**config.mk**
```make
export PLATFORM = sky130hd
export DESIGN_NAME = rggen_wide_shadow_register
export DESIGN_NICKNAME = d
export VERILOG_FILES = /design/src/rtl/rggen_rtl_pkg.sv /design/src/rtl/rggen_wide_write_shadow.sv /design/src/rtl/rggen_wide_shadow_register.sv
export SDC_FILE = /design/constraint.sdc
export NUM_CORES = 1
export LEC_CHECK = 0
export ABC_AREA = 1
export ABC_CLOCK_PERIOD_IN_PS = 2200
export BUFFER_PORTS_ARGS = -buffer_cell sky130_fd_sc_hd__clkbuf_2
export CORE_MARGIN = 2
export CORE_UTILIZATION = 51
export CTS_CLUSTER_SIZE = 25
export DETAILED_ROUTE_END_ITERATION = 16
export PLACE_DENSITY_LB_ADDON = 0.08
export SLEW_MARGIN = 20
export SYNTH_ARGS = -nofsm -noshare
export SYNTH_HDL_FRONTEND = slang
export SYNTH_SLANG_ARGS = --single-unit
export TNS_END_PERCENT = 20
```
**constraint.sdc**
```tcl
create_clock -name i_clk -period 2.2 [get_ports i_clk]
set_clock_uncertainty 0.2 [all_clocks]
set_input_delay 0.44 -clock i_clk [delete_from_list [all_inputs] [get_ports i_clk]]
set_output_delay 0.44 -clock i_clk [all_outputs]
set_load 0.01 [all_outputs]
```
**src/rtl/rggen_rtl_pkg.sv**
```systemverilog
`default_nettype none
// ============================================================================
// rggen_rtl_pkg : shared status/access types and strobe helper
// Revision      : 1.0
// ============================================================================
package rggen_rtl_pkg;

  typedef enum logic [1:0] {
    RGGEN_OKAY   = 2'b00,
    RGGEN_EXOKAY = 2'b01,
    RGGEN_SLVERR = 2'b10,
    RGGEN_DECERR = 2'b11
  } rggen_status;

  typedef enum logic {
    RGGEN_READ  = 1'b0,
    RGGEN_WRITE = 1'b1
  } rggen_access;

  function automatic logic [7:0] rggen_strobe_to_mask(input logic strobe);
    return {8{strobe}};
  endfunction

endpackage
`default_nettype wire

```
**src/rtl/rggen_wide_write_shadow.sv**
```systemverilog
`default_nettype none
// ============================================================================
// rggen_wide_write_shadow : accumulates write beats, commits on the last beat
// Revision                : 1.0
// ============================================================================
module rggen_wide_write_shadow
  import rggen_rtl_pkg::*;
#(
  parameter int BUS_WIDTH  = 32,
  parameter int DATA_WIDTH = 128,
  localparam int BEATS     = DATA_WIDTH / BUS_WIDTH,
  localparam int BEAT_BITS = (BEATS > 1) ? $clog2(BEATS) : 1
)(
  input  logic                   clk_i,
  input  logic                   rst_i,
  input  logic                   write_i,
  input  logic [BEAT_BITS-1:0]   beat_i,
  input  logic [BUS_WIDTH-1:0]   data_i,
  input  logic [BUS_WIDTH/8-1:0] strobe_i,
  output logic                   seq_error_o,
  output logic                   commit_o,
  output logic [DATA_WIDTH-1:0]  commit_data_o,
  output logic [DATA_WIDTH-1:0]  commit_mask_o
);

  localparam int STROBE_WIDTH = BUS_WIDTH / 8;

  logic [BEAT_BITS-1:0]  exp_q, exp_d;
  logic [DATA_WIDTH-1:0] data_q, data_d;
  logic [DATA_WIDTH-1:0] mask_q, mask_d;
  logic                  commit_q, commit_d;
  logic [DATA_WIDTH-1:0] commit_data_q, commit_data_d;
  logic [DATA_WIDTH-1:0] commit_mask_q, commit_mask_d;

  logic [BUS_WIDTH-1:0]  w_lane_mask;
  logic [DATA_WIDTH-1:0] w_slot_mask;
  logic [DATA_WIDTH-1:0] w_slot_data;
  logic [DATA_WIDTH-1:0] w_merged_data;
  logic [DATA_WIDTH-1:0] w_merged_mask;
  logic                  w_last;
  logic                  w_seq_error;

  for (genvar i = 0; i < STROBE_WIDTH; i++) begin : g_lane
    assign w_lane_mask[8*i +: 8] = rggen_strobe_to_mask(strobe_i[i]);
  end

  always_comb begin
    w_slot_mask = '0;
    w_slot_data = '0;
    for (int b = 0; b < BEATS; b++) begin
      if (beat_i == BEAT_BITS'(b)) begin
        w_slot_mask[b*BUS_WIDTH +: BUS_WIDTH] = w_lane_mask;
        w_slot_data[b*BUS_WIDTH +: BUS_WIDTH] = data_i & w_lane_mask;
      end
    end
    // Beat 0 restarts the sequence, so it merges onto an empty shadow.
    if (beat_i == '0) begin
      w_merged_data = w_slot_data;
      w_merged_mask = w_slot_mask;
    end else begin
      w_merged_data = (data_q & ~w_slot_mask) | w_slot_data;
      w_merged_mask = mask_q | w_slot_mask;
    end
    w_last      = (beat_i == BEAT_BITS'(BEATS - 1));
    w_seq_error = (beat_i != '0) && (beat_i != exp_q);
  end

  always_comb begin
    exp_d         = exp_q;
    data_d        = data_q;
    mask_d        = mask_q;
    commit_d      = 1'b0;
    commit_data_d = '0;
    commit_mask_d = '0;
    if (write_i) begin
      if (w_seq_error) begin
        exp_d  = '0;
        data_d = '0;
        mask_d = '0;
      end else if (w_last) begin
        commit_d      = 1'b1;
        commit_data_d = w_merged_data;
        commit_mask_d = w_merged_mask;
        exp_d         = '0;
        data_d        = '0;
        mask_d        = '0;
      end else begin
        exp_d  = beat_i + BEAT_BITS'(1);
        data_d = w_merged_data;
        mask_d = w_merged_mask;
      end
    end
  end

  always_ff @(posedge clk_i) begin
    if (rst_i) begin
      exp_q         <= '0;
      data_q        <= '0;
      mask_q        <= '0;
      commit_q      <= 1'b0;
      commit_data_q <= '0;
      commit_mask_q <= '0;
    end else begin
      exp_q         <= exp_d;
      data_q        <= data_d;
      mask_q        <= mask_d;
      commit_q      <= commit_d;
      commit_data_q <= commit_data_d;
      commit_mask_q <= commit_mask_d;
    end
  end

  assign seq_error_o   = w_seq_error;
  assign commit_o      = commit_q;
  assign commit_data_o = commit_data_q;
  assign commit_mask_o = commit_mask_q;

endmodule
`default_nettype wire

```
**src/rtl/rggen_wide_shadow_register.sv**
```systemverilog
`default_nettype none
// ============================================================================
// rggen_wide_shadow_register : multi-beat register with atomic write/read
// Revision                   : 1.0
// ============================================================================
module rggen_wide_shadow_register
  import rggen_rtl_pkg::*;
#(
  parameter bit                     READABLE       = 1'b1,
  parameter bit                     WRITABLE       = 1'b1,
  parameter int                     ADDRESS_WIDTH  = 8,
  parameter logic [ADDRESS_WIDTH-1:0] OFFSET_ADDRESS = '0,
  parameter int                     BUS_WIDTH      = 32,
  parameter int                     DATA_WIDTH     = 128
)(
  input  logic                     i_clk,
  input  logic                     i_rst,
  input  logic                     i_valid,
  input  logic                     i_write,
  input  logic [ADDRESS_WIDTH-1:0] i_address,
  input  logic [BUS_WIDTH-1:0]     i_write_data,
  input  logic [BUS_WIDTH/8-1:0]   i_strobe,
  output logic                     o_match,
  output logic                     o_ready,
  output logic [1:0]               o_status,
  output logic [BUS_WIDTH-1:0]     o_read_data,
  output logic                     o_bf_write_valid,
  output logic [DATA_WIDTH-1:0]    o_bf_write_mask,
  output logic [DATA_WIDTH-1:0]    o_bf_write_data,
  output logic                     o_bf_read_valid,
  input  logic [DATA_WIDTH-1:0]    i_bf_read_data
);

  localparam int BEATS      = DATA_WIDTH / BUS_WIDTH;
  localparam int BEAT_BITS  = (BEATS > 1) ? $clog2(BEATS) : 1;
  localparam int BYTE_SHIFT = $clog2(BUS_WIDTH / 8);
  localparam logic [ADDRESS_WIDTH:0] RANGE_BYTES =
    (ADDRESS_WIDTH + 1)'(BEATS * BUS_WIDTH / 8);
  localparam logic [ADDRESS_WIDTH:0] START_ADDRESS = {1'b0, OFFSET_ADDRESS};
  localparam logic [ADDRESS_WIDTH:0] END_ADDRESS   = START_ADDRESS + RANGE_BYTES;

  localparam logic [0:0] ST_IDLE = 1'b0;
  localparam logic [0:0] ST_RESP = 1'b1;

  logic [0:0]            state_q, state_d;
  rggen_status           status_q, status_d;
  logic [BUS_WIDTH-1:0]  read_data_q, read_data_d;
  logic                  read_valid_q, read_valid_d;
  logic [DATA_WIDTH-1:0] snapshot_q, snapshot_d;

  logic [ADDRESS_WIDTH-1:0] w_rel_address;
  logic [BEAT_BITS-1:0]     w_beat;
  rggen_access              w_access;
  logic                     w_accept;
  logic                     w_access_error;
  logic                     w_shadow_write;
  logic                     w_read;
  logic                     w_seq_error;

  // Widened by one bit so the range end cannot wrap at the top of the map.
  assign o_match       = ({1'b0, i_address} >= START_ADDRESS) &&
                         ({1'b0, i_address} <  END_ADDRESS);
  assign w_rel_address = i_address - OFFSET_ADDRESS;
  assign w_beat        = BEAT_BITS'(w_rel_address >> BYTE_SHIFT);

  assign w_access       = rggen_access'(i_write);
  assign w_accept       = (state_q == ST_IDLE) && i_valid && o_match;
  assign w_access_error = (w_access == RGGEN_WRITE) ? !WRITABLE : !READABLE;
  assign w_shadow_write = w_accept && (w_access == RGGEN_WRITE) && !w_access_error;
  assign w_read         = w_accept && (w_access == RGGEN_READ) && !w_access_error;

  rggen_wide_write_shadow #(
    .BUS_WIDTH  (BUS_WIDTH),
    .DATA_WIDTH (DATA_WIDTH)
  ) u_write_shadow (
    .clk_i         (i_clk),
    .rst_i         (i_rst),
    .write_i       (w_shadow_write),
    .beat_i        (w_beat),
    .data_i        (i_write_data),
    .strobe_i      (i_strobe),
    .seq_error_o   (w_seq_error),
    .commit_o      (o_bf_write_valid),
    .commit_data_o (o_bf_write_data),
    .commit_mask_o (o_bf_write_mask)
  );

  always_comb begin
    state_d      = w_accept ? ST_RESP : ST_IDLE;
    status_d     = RGGEN_OKAY;
    read_data_d  = '0;
    read_valid_d = 1'b0;
    snapshot_d   = snapshot_q;
    if (w_accept && (w_access_error || (w_shadow_write && w_seq_error))) begin
      status_d = RGGEN_SLVERR;
    end
    // Beat 0 captures the whole field so later beats read one coherent value.
    if (w_read) begin
      if (w_beat == '0) begin
        snapshot_d   = i_bf_read_data;
        read_data_d  = i_bf_read_data[BUS_WIDTH-1:0];
        read_valid_d = 1'b1;
      end else begin
        read_data_d  = snapshot_q[int'(w_beat)*BUS_WIDTH +: BUS_WIDTH];
      end
    end
  end

  always_ff @(posedge i_clk) begin
    if (i_rst) begin
      state_q      <= ST_IDLE;
      status_q     <= RGGEN_OKAY;
      read_data_q  <= '0;
      read_valid_q <= 1'b0;
      snapshot_q   <= '0;
    end else begin
      state_q      <= state_d;
      status_q     <= status_d;
      read_data_q  <= read_data_d;
      read_valid_q <= read_valid_d;
      snapshot_q   <= snapshot_d;
    end
  end

  assign o_ready         = (state_q == ST_RESP);
  assign o_status        = status_q;
  assign o_read_data     = read_data_q;
  assign o_bf_read_valid = read_valid_q;

endmodule
`default_nettype wire

```
---- Yosys cells after proc, flatten, opt, wreduce, memory -nomap -nowiden ----
Cells that the tools add are included.
cells by class
  add/sub/neg operators ................... 1
  order comparisons ....................... 1
  equal/unequal tests ..................... 4
  shifts and indexed selects .............. 1
  muxes and demuxes ....................... 21
  bitwise logic cells ..................... 10
  reductions and logical operators ........ 13
operators with widths
  kind                                                 count
  2-to-1 mux 128 bit                                   6
  2-to-1 mux 32 bit                                    9
  bitwise OR 128 bit                                   2
  AND 128 bit                                          1
  inverter 128 bit                                     1
  variable part select 128 x 8 -> 32 bit               1
  AND 32 bit                                           1
  < comparator 8 x 5 -> 1 bit, second input constant   1
  logical AND 1 bit                                    7
  2-to-1 mux 2 bit                                     3
  inverter 1 bit                                       5
  equality test 2 bit, second input constant           2
  OR reduction 4 bit                                   1
  2-to-1 mux 1 bit                                     3
  OR reduction 3 bit                                   1
  adder 2 x 1 -> 2 bit, second input constant          1
  equality test 2 x 1 -> 1 bit, second input constant  1
  logical NOT 2 bit                                    1
  != test 2 bit                                        1
  AND reduction 2 bit                                  1
  nonzero test 2 bit                                   1
  OR reduction 2 bit                                   1
word-level totals
  register bits ........................... 679
  bits of input ports ..................... 176
  output and inout bits ................... 294
  logic and storage cells ................. 62

---- Logic depth before layout (Yosys ltp) ----
Gate-level depths: netlist of the first run.
  word-level depth ........................ 8
  gate-level depth with buffers ........... 12
  gate-level depth less buffers ........... 7

---- Cells and area by module ----
From an unflattened synthesis of the first run, not the netlist that was laid out.
second synthesis, totals
  cell total of the unflattened synthesis .. 3,503
  area, all modules ....................... 25,553.3 um^2
by module, submodules not included
  module                      instances  cells each  area each (um^2)  sequential area each (um^2)
  rggen_wide_write_shadow     1          2,599       19,443.6          10,309.9
  rggen_wide_shadow_register  1          904         6,109.6           2,622.5

---- Worst setup path before layout of the first run ----
No wires, ideal clock.
  path type ............................... input to register
  start ................................... in i_address[2]
  end ..................................... reg u_write_shadow.data_q[10]
  library setup time ...................... 0.132 ns
  data arrival time ....................... 2.076 ns
  path slack .............................. -0.208 ns
  stages on the path ...................... 12
  path through ............................ inv_2 > clkbuf_1 > clkbuf_1 > ha_1 > buf_2 > buf_2 > clkbuf_1 > nand2_1 > nand2_1 > nor2_1 > nand3_1 > a21oi_1
on the way
  longest elaborated chain between the ends .. 8
  elaborated cells on any way between the ends .. 16
RTL lines
  what                  line                                                          text
  from (decl)           rggen_wide_shadow_register.sv:20                              input logic [ADDRESS_WIDTH-1:0] i_address,
  logical NOT 2 bit     rggen_wide_write_shadow.sv:51, rggen_wide_write_shadow.sv:57
  2-to-1 mux 32 bit     rggen_wide_write_shadow.sv:51                                 if (beat_i == BEAT_BITS'(b)) begin
  inverter 128 bit      rggen_wide_write_shadow.sv:61                                 w_merged_data = (data_q & ~w_slot_mask) | w_slot_data;
  AND 128 bit           rggen_wide_write_shadow.sv:61
  bitwise OR 128 bit    rggen_wide_write_shadow.sv:61
  2-to-1 mux 128 bit    rggen_wide_write_shadow.sv:57                                 if (beat_i == '0) begin
  2-to-1 mux 128 bit    rggen_wide_write_shadow.sv:80                                 end else if (w_last) begin
  2-to-1 mux 128 bit    rggen_wide_write_shadow.sv:76                                 if (w_seq_error) begin
  to (signal assigned)  rggen_wide_write_shadow.sv:105                                data_q <= data_d;
  to (decl)             rggen_wide_write_shadow.sv:29                                 logic [DATA_WIDTH-1:0] data_q, data_d;
Parallel ways exist; a longest one is shown, timed or not.
A chain may end at the register's enable or synchronous reset.

---- Worst setup path in the final report of the first run ----
  start ................................... reg state_q (netlist: o_ready)
  end ..................................... reg u_write_shadow.data_q[69]
on the way
  longest elaborated chain between the ends .. 4
RTL lines
  what                             line                               text
  from (decl)                      rggen_wide_shadow_register.sv:45   logic [0:0] state_q, state_d;
  from (signal assigned)           rggen_wide_shadow_register.sv:117  state_q <= state_d;
  inverter 1 bit                   rggen_wide_shadow_register.sv:67   assign w_accept = (state_q == ST_IDLE) && i_valid && o_match;
  logical AND 1 bit (2 in series)  rggen_wide_shadow_register.sv:67
  logical AND 1 bit                rggen_wide_shadow_register.sv:69   assign w_shadow_write = w_accept && (w_access == RGGEN_WRITE) && !w_access_error;
No other way between the ends.

==> impl_metrics.tcl, run 1 <==
set metrics [dict create \
    status "completed" \
    post_cts_buffers 0 \
    final.setup.tns_ps 0 \
    place_congestion 0.8593 \
    insertion_delay_ps 600 \
    drt-wirelength-per-cell_um 17.22 \
    synthFlopType "dfxtp_1" \
    fin_crit_sh_pct 85.45 \
    fillerInstances 4447 \
    syn_avg_cell_area_sq_um 7.326 \
    synth_edf_count 0 \
    cellLeakagePower_nw 14.47 \
    track_usage_pct 30.01 \
    drc 0 \
    place_hpwl_um 53610 \
    cp.required_ps 2530 \
    row_count 84 \
    async_reset_ff_share_pct 0 \
    design.die.area_sq_mm 0.05507 \
    coreArea_sq_mm 0.05255 \
    peakVddDrop_uv 1023 \
    synth_seq_cells 678 \
    period_minus_slack_ps 1880 \
    start_util_pct 51.64 \
    ys_seq_area_share_pct 50.02 \
    tightest_slew_ps 658.5 \
    cts.repair.resized 0 \
    first_pass_iters 6 \
    grt_pass1_vias 25443 \
    die_w_um 234.7 \
    grt_max_degree 129 \
    drt_wl_total_um 86510 \
    antenna_found_initial 0 \
    setup_viol 0 \
    overflow 0 \
    rsz0062_at_grt "false" \
    yosysUniqueCellTypes 26 \
    drtAntennaViolNets 0 \
    clockRootBuffer "clkbuf_16" \
    nNetsFinal 4461 \
    powerDensity_mw_per_mm2 768.3 \
    critPathKind "register to register" \
    cap_violations 0 \
    synth_area_sq_mm 0.02713 \
    clock-sinks 678 \
    end_kind "register" \
    utilization_pct 67.44 \
    diodes 0 \
    cts_max_path_buffers 3 \
    via_per_inst 5.465 \
    htree_levels 3 \
    synth_top_area_share_pct 50.02 \
    die_y_um 234.7 \
    post_route_cells_drive_above_1_share_pct 20.05 \
    yosys-top-cells-area "dfxtp_1 (50%), a21oi_1 (11%), nor2_1 (9.8%)" \
    yosys.area.top_type "dfxtp_1" \
    layout_commonest_cell "nor2_1" \
    min_path_type "primary input to register" \
    syn-num-nets 3885 \
    worstPathMaxFanout 62 \
    drt_iter0_markers 2557 \
    hold_buffers 130 \
    finalHoldViolCount 0 \
    cp.arrival_ps 2210 \
    via_count 27449 \
    slew_headroom_pct 56.10 \
    maxSlewViolCount 0 \
    area_delta_synth_final_pct 30.61 \
    start_kind "register" \
    cts_tree "done" \
    max_freq_mhz 532.0 \
    port_buffers 466 \
    yosysWarnings 0 \
    cts-buffers-inserted 71 \
    clk_pin_slew_ps 60 \
    syn_inst 3704 \
    final_cell_mix "nor2_1 (710), dfxtp_1 (678), a21oi_1 (577)" \
    grt_pass1_wl_um 136200 \
    ioPinCount 470 \
]
==> sequential cells by signal (all words and copies together), names as in the netlist <==
| name | count |
|---|---|
| u_write_shadow.data_q | 128 |
| u_write_shadow.commit_mask_o | 128 |
| u_write_shadow.commit_o | 1 |
| o_ready | 1 |
| o_read_data | 32 |
| o_status | 1 |
| u_write_shadow.mask_q | 128 |
| u_write_shadow.exp_q | 2 |
| u_write_shadow.commit_data_o | 128 |
| o_bf_read_valid | 1 |
| snapshot_q | 128 |
==> Yosys cell counts, types with 15 or more instances <==
cell type and count:
clkbuf_1 163, buf_2 142, nor2_1 710, buf_4 15, dfxtp_1 678, nand2_1 568, inv_1 21, or2_2 32
nand3_1 450, a21oi_1 577, and2_1 96, o21ai_1 17, o21ai_0 207
==> cell type report <==
| type | instances | area (sq um) | share of cell area [%] |
|---|---|---|---|
| inverters | 27 | 118.9 | 0.3354 |
| well taps | 688 | 860.8 | 2.429 |
| flip-flops and latches | 678 | 13570 | 38.30 |
| clock inverters | 30 | 409.1 | 1.154 |
| clock buffers | 98 | 2102 | 5.931 |
| multi-input cells | 2672 | 12070 | 34.04 |
| repair buffers | 830 | 6312 | 17.81 |
==> report_power, final <==
group          switching (mW)  internal, mW
registers             0.00812          12.3
clock network            5.06          7.76
logic                    1.26         0.848
total                    6.33          20.9
==> path summary, 6_finish.rpt <==
kind | from | end | slack (ps) | cells past startpoint
worst max-delay path | o_ready | u_write_shadow.data_q[69] | 320 | 7
worst min-delay path | i_write_data[25] | u_write_shadow.commit_data_o[89] | 70 | 4
worst max register to register | o_ready | u_write_shadow.data_q[69] | 320 | 7
worst min register to register | u_write_shadow.mask_q[5] | u_write_shadow.mask_q[5] | 260 | 2
==> worst max-delay path: stages, from the launching register on <==
cell and delay [ps]:
dfxtp_1 320, nor2_1 120, nand3_2 140, nor2_4 180
buf_4 230, buf_12 290, nand3_1 130, a21oi_1 160
==> layer usage <==
layer | GRT usage [%] | up-vias | share of wire (%)
li1 | - | 13314 | -
met1 | 40.19 | 12707 | 42
met2 | 48.43 | 1251 | 47
met3 | 5.945 | 177 | 8.2
met4 | 10.24 | 0 | 3.3
met5 | 0 | - | 0
==> through the flow <==
stage | power (mW) | std cells | setup WS [ps] | hold slack [ps] | instance area, sq um
after global routing | 28.02 | 5023 | 196.0 | 69.83 | 35440
after global placement | 14.45 | 4765 | -99.30 | 247.1 | 31630
final | 27.23 | 5023 | 320.2 | 73.70 | 35440
after floorplan | 13.53 | 3704 | -76.14 | 239.7 | 27150
after CTS | 27.33 | 5023 | 293.4 | 33.51 | 35440
after detailed placement | 14.44 | 4765 | -150.7 | 249.9 | 31630
==> cells by family (layout without fill, tap and decap cells) <==
kind of cell / count (synthesis) / in the layout / share of synthesized area, %
flip-flops: 678 / 678 / 50.02
AND/OR/NAND/NOR: 1863 / 1863 / 29.15
AO/OA/AOI/OAI: 803 / 803 / 14.82
adder cells (fa/ha/maj): 5 / 5 / 0.2306
other: 1 / 1 / 0.01382
buffers and inverters: 354 / 985 / 5.764
Note: power is estimated with default switching activity, not from simulation.
==> run 2, diff against run 1 <==
Settings changed: PLACE_DENSITY_LB_ADDON 0.08 to 0.12.
==> run 2 against run 1 <==
Fmax shrank 3.0%. Wire length shrank 0.92%. Sequential share of layout area grew 0.34 points. Clock power grew 5%. Total power grew 2.2%. Global-route usage shrank 0.20 points.
==> impl_metrics.tcl, run 2 (synthesis gave the netlist of run 1 again) <==
set metrics [dict create \
    status "completed" \
    cts_max_path_buffers 3 \
    nNetsFinal 4415 \
    cts-buffers-inserted 72 \
    die_y_um 234.7 \
    rsz0062_at_grt "false" \
    drc 0 \
    cap_violations 0 \
    final_cell_mix "nor2_1 (710), dfxtp_1 (678), a21oi_1 (577)" \
    clk_pin_slew_ps 60 \
    grt_pass1_wl_um 135300 \
    fin_crit_sh_pct 88.06 \
    finalPower_mw 27.84 \
    post_route_cells_drive_above_1_share_pct 19.29 \
    max_freq_mhz 516.2 \
    maxSlewViolCount 0 \
    tightest_slew_ps 718.0 \
    finalHoldViolCount 0 \
    place_hpwl_um 52470 \
    place_congestion 0.8322 \
    die_w_um 234.7 \
    row_count 84 \
    start_kind "register" \
    port_buffers 466 \
    first_pass_iters 5 \
    via_count 27348 \
    drt-wirelength-per-cell_um 17.20 \
    cp_cell_sequence "nor2_1, nand3_2, buf_4, nor2_4, buf_12, o21ai_0, nor2_1" \
    period_minus_slack_ps 1937 \
    htree_levels 3 \
    layout_commonest_cell "nor2_1" \
    min_path_type "primary input to register" \
    worstSetupStartpoint "o_ready" \
    worst_path_most_repeated_cell "nor2_1" \
    overflow 0 \
    fillerInstances 4463 \
    area_delta_synth_final_pct 29.45 \
    clockRootBuffer "clkbuf_16" \
    cellLeakagePower_nw 14.27 \
    final_area_sq_mm 0.03513 \
    drt_wl_total_um 85710 \
    clock-sinks 678 \
    start_util_pct 51.64 \
    cts.repair.resized 0 \
    worstPathMaxFanout 113 \
    design.die.area_sq_mm 0.05507 \
    drt_iter0_markers 2662 \
    setup_viol 0 \
    placed_area_sq_mm 0.03115 \
    end_kind "register" \
    cts_tree "done" \
    cp.arrival_ps 2270 \
    drtAntennaViolNets 0 \
    peakVddDrop_uv 555.1 \
    antenna_found_initial 3 \
    cpMaxStageDelayCell "buf_12" \
    ioPinCount 470 \
    hp-start "i_address[5]" \
    critPathKind "register to register" \
    slew_headroom_pct 52.13 \
    coreArea_sq_mm 0.05255 \
    track_usage_pct 29.81 \
    regToRegStartpoint "o_ready" \
    via_per_inst 5.489 \
    grt_pass1_vias 25408 \
    utilization_pct 66.84 \
    max_stage_delay_ps 360 \
    grt_max_degree 129 \
    insertion_delay_ps 610 \
    powerDensity_mw_per_mm2 792.6 \
    cp.required_ps 2530 \
]
## run 2: layout make-up
type                            count  area (sq um)  share of cell area [%]
Multi-Input combinational cell   2672         12070                   34.35
Sequential cell                   678         13570                   38.64
Tap cell                          688         860.8                   2.451
Antenna cell                        2         5.005                 0.01425
Clock inverter                     41         620.6                   1.767
Timing Repair Buffer              783          5834                   16.61
Inverter                           27         118.9                  0.3384
Clock buffer                       91          2048                   5.831
## run 2: timing repair
action | in CTS | in global routing
setup buffers | 0 | 0
hold buffers | 130 | 0
endpoints found under the hold margin | 163 | 0
## run 2: path summary, 6_finish.rpt
| path | end | slack (ps) | cells after the start |
|---|---|---|---|
| worst max-delay path | snapshot_q[49] | 260 | 7 |
| worst min-delay path | o_ready | 30 | 4 |
| worst max register to register | snapshot_q[49] | 260 | 7 |
| worst min register to register | u_write_shadow.data_q[12] | 260 | 2 |
## run 2: routing by layer
| layer | GRT usage [%] | vias up | wire length [um] |
|---|---|---|---|
| met1 | 39.93 | 12777 | 36330 |
| met4 | 12.22 | 2 | 2985 |
| met5 | 0 | - | 14 |
| li1 | - | 13231 | - |
| met2 | 47.57 | 1134 | 39810 |
| met3 | 5.357 | 204 | 6562 |
## run 2: critical path: cells and delay by family, from the launching register on
kind / cells / cell delay, ps
DFF: 1 / 310
AOI/OAI and AO/OA: 1 / 180
buffers and inverters: 2 / 540
and+or+nand+nor: 4 / 560
## run 2: stage by stage
step	setup slack [ps]	setup TNS (ps)	std cells	hold slack, ps
finish	262.7	0	4982	25.87
floorplan	-76.14	-10030	3704	239.7
detailed placement	-37.59	-1013	4718	250.2
CTS	282.5	0	4980	4.474
global placement	-3.835	-7.603	4718	246.5
global route	146.7	0	4982	48.96
## run 2: report_power, final
group | internal (mW) | switching (mW)
clock | 8.39 | 5.12
combinational | 0.786 | 1.24
sequential | 12.3 | 0.00806
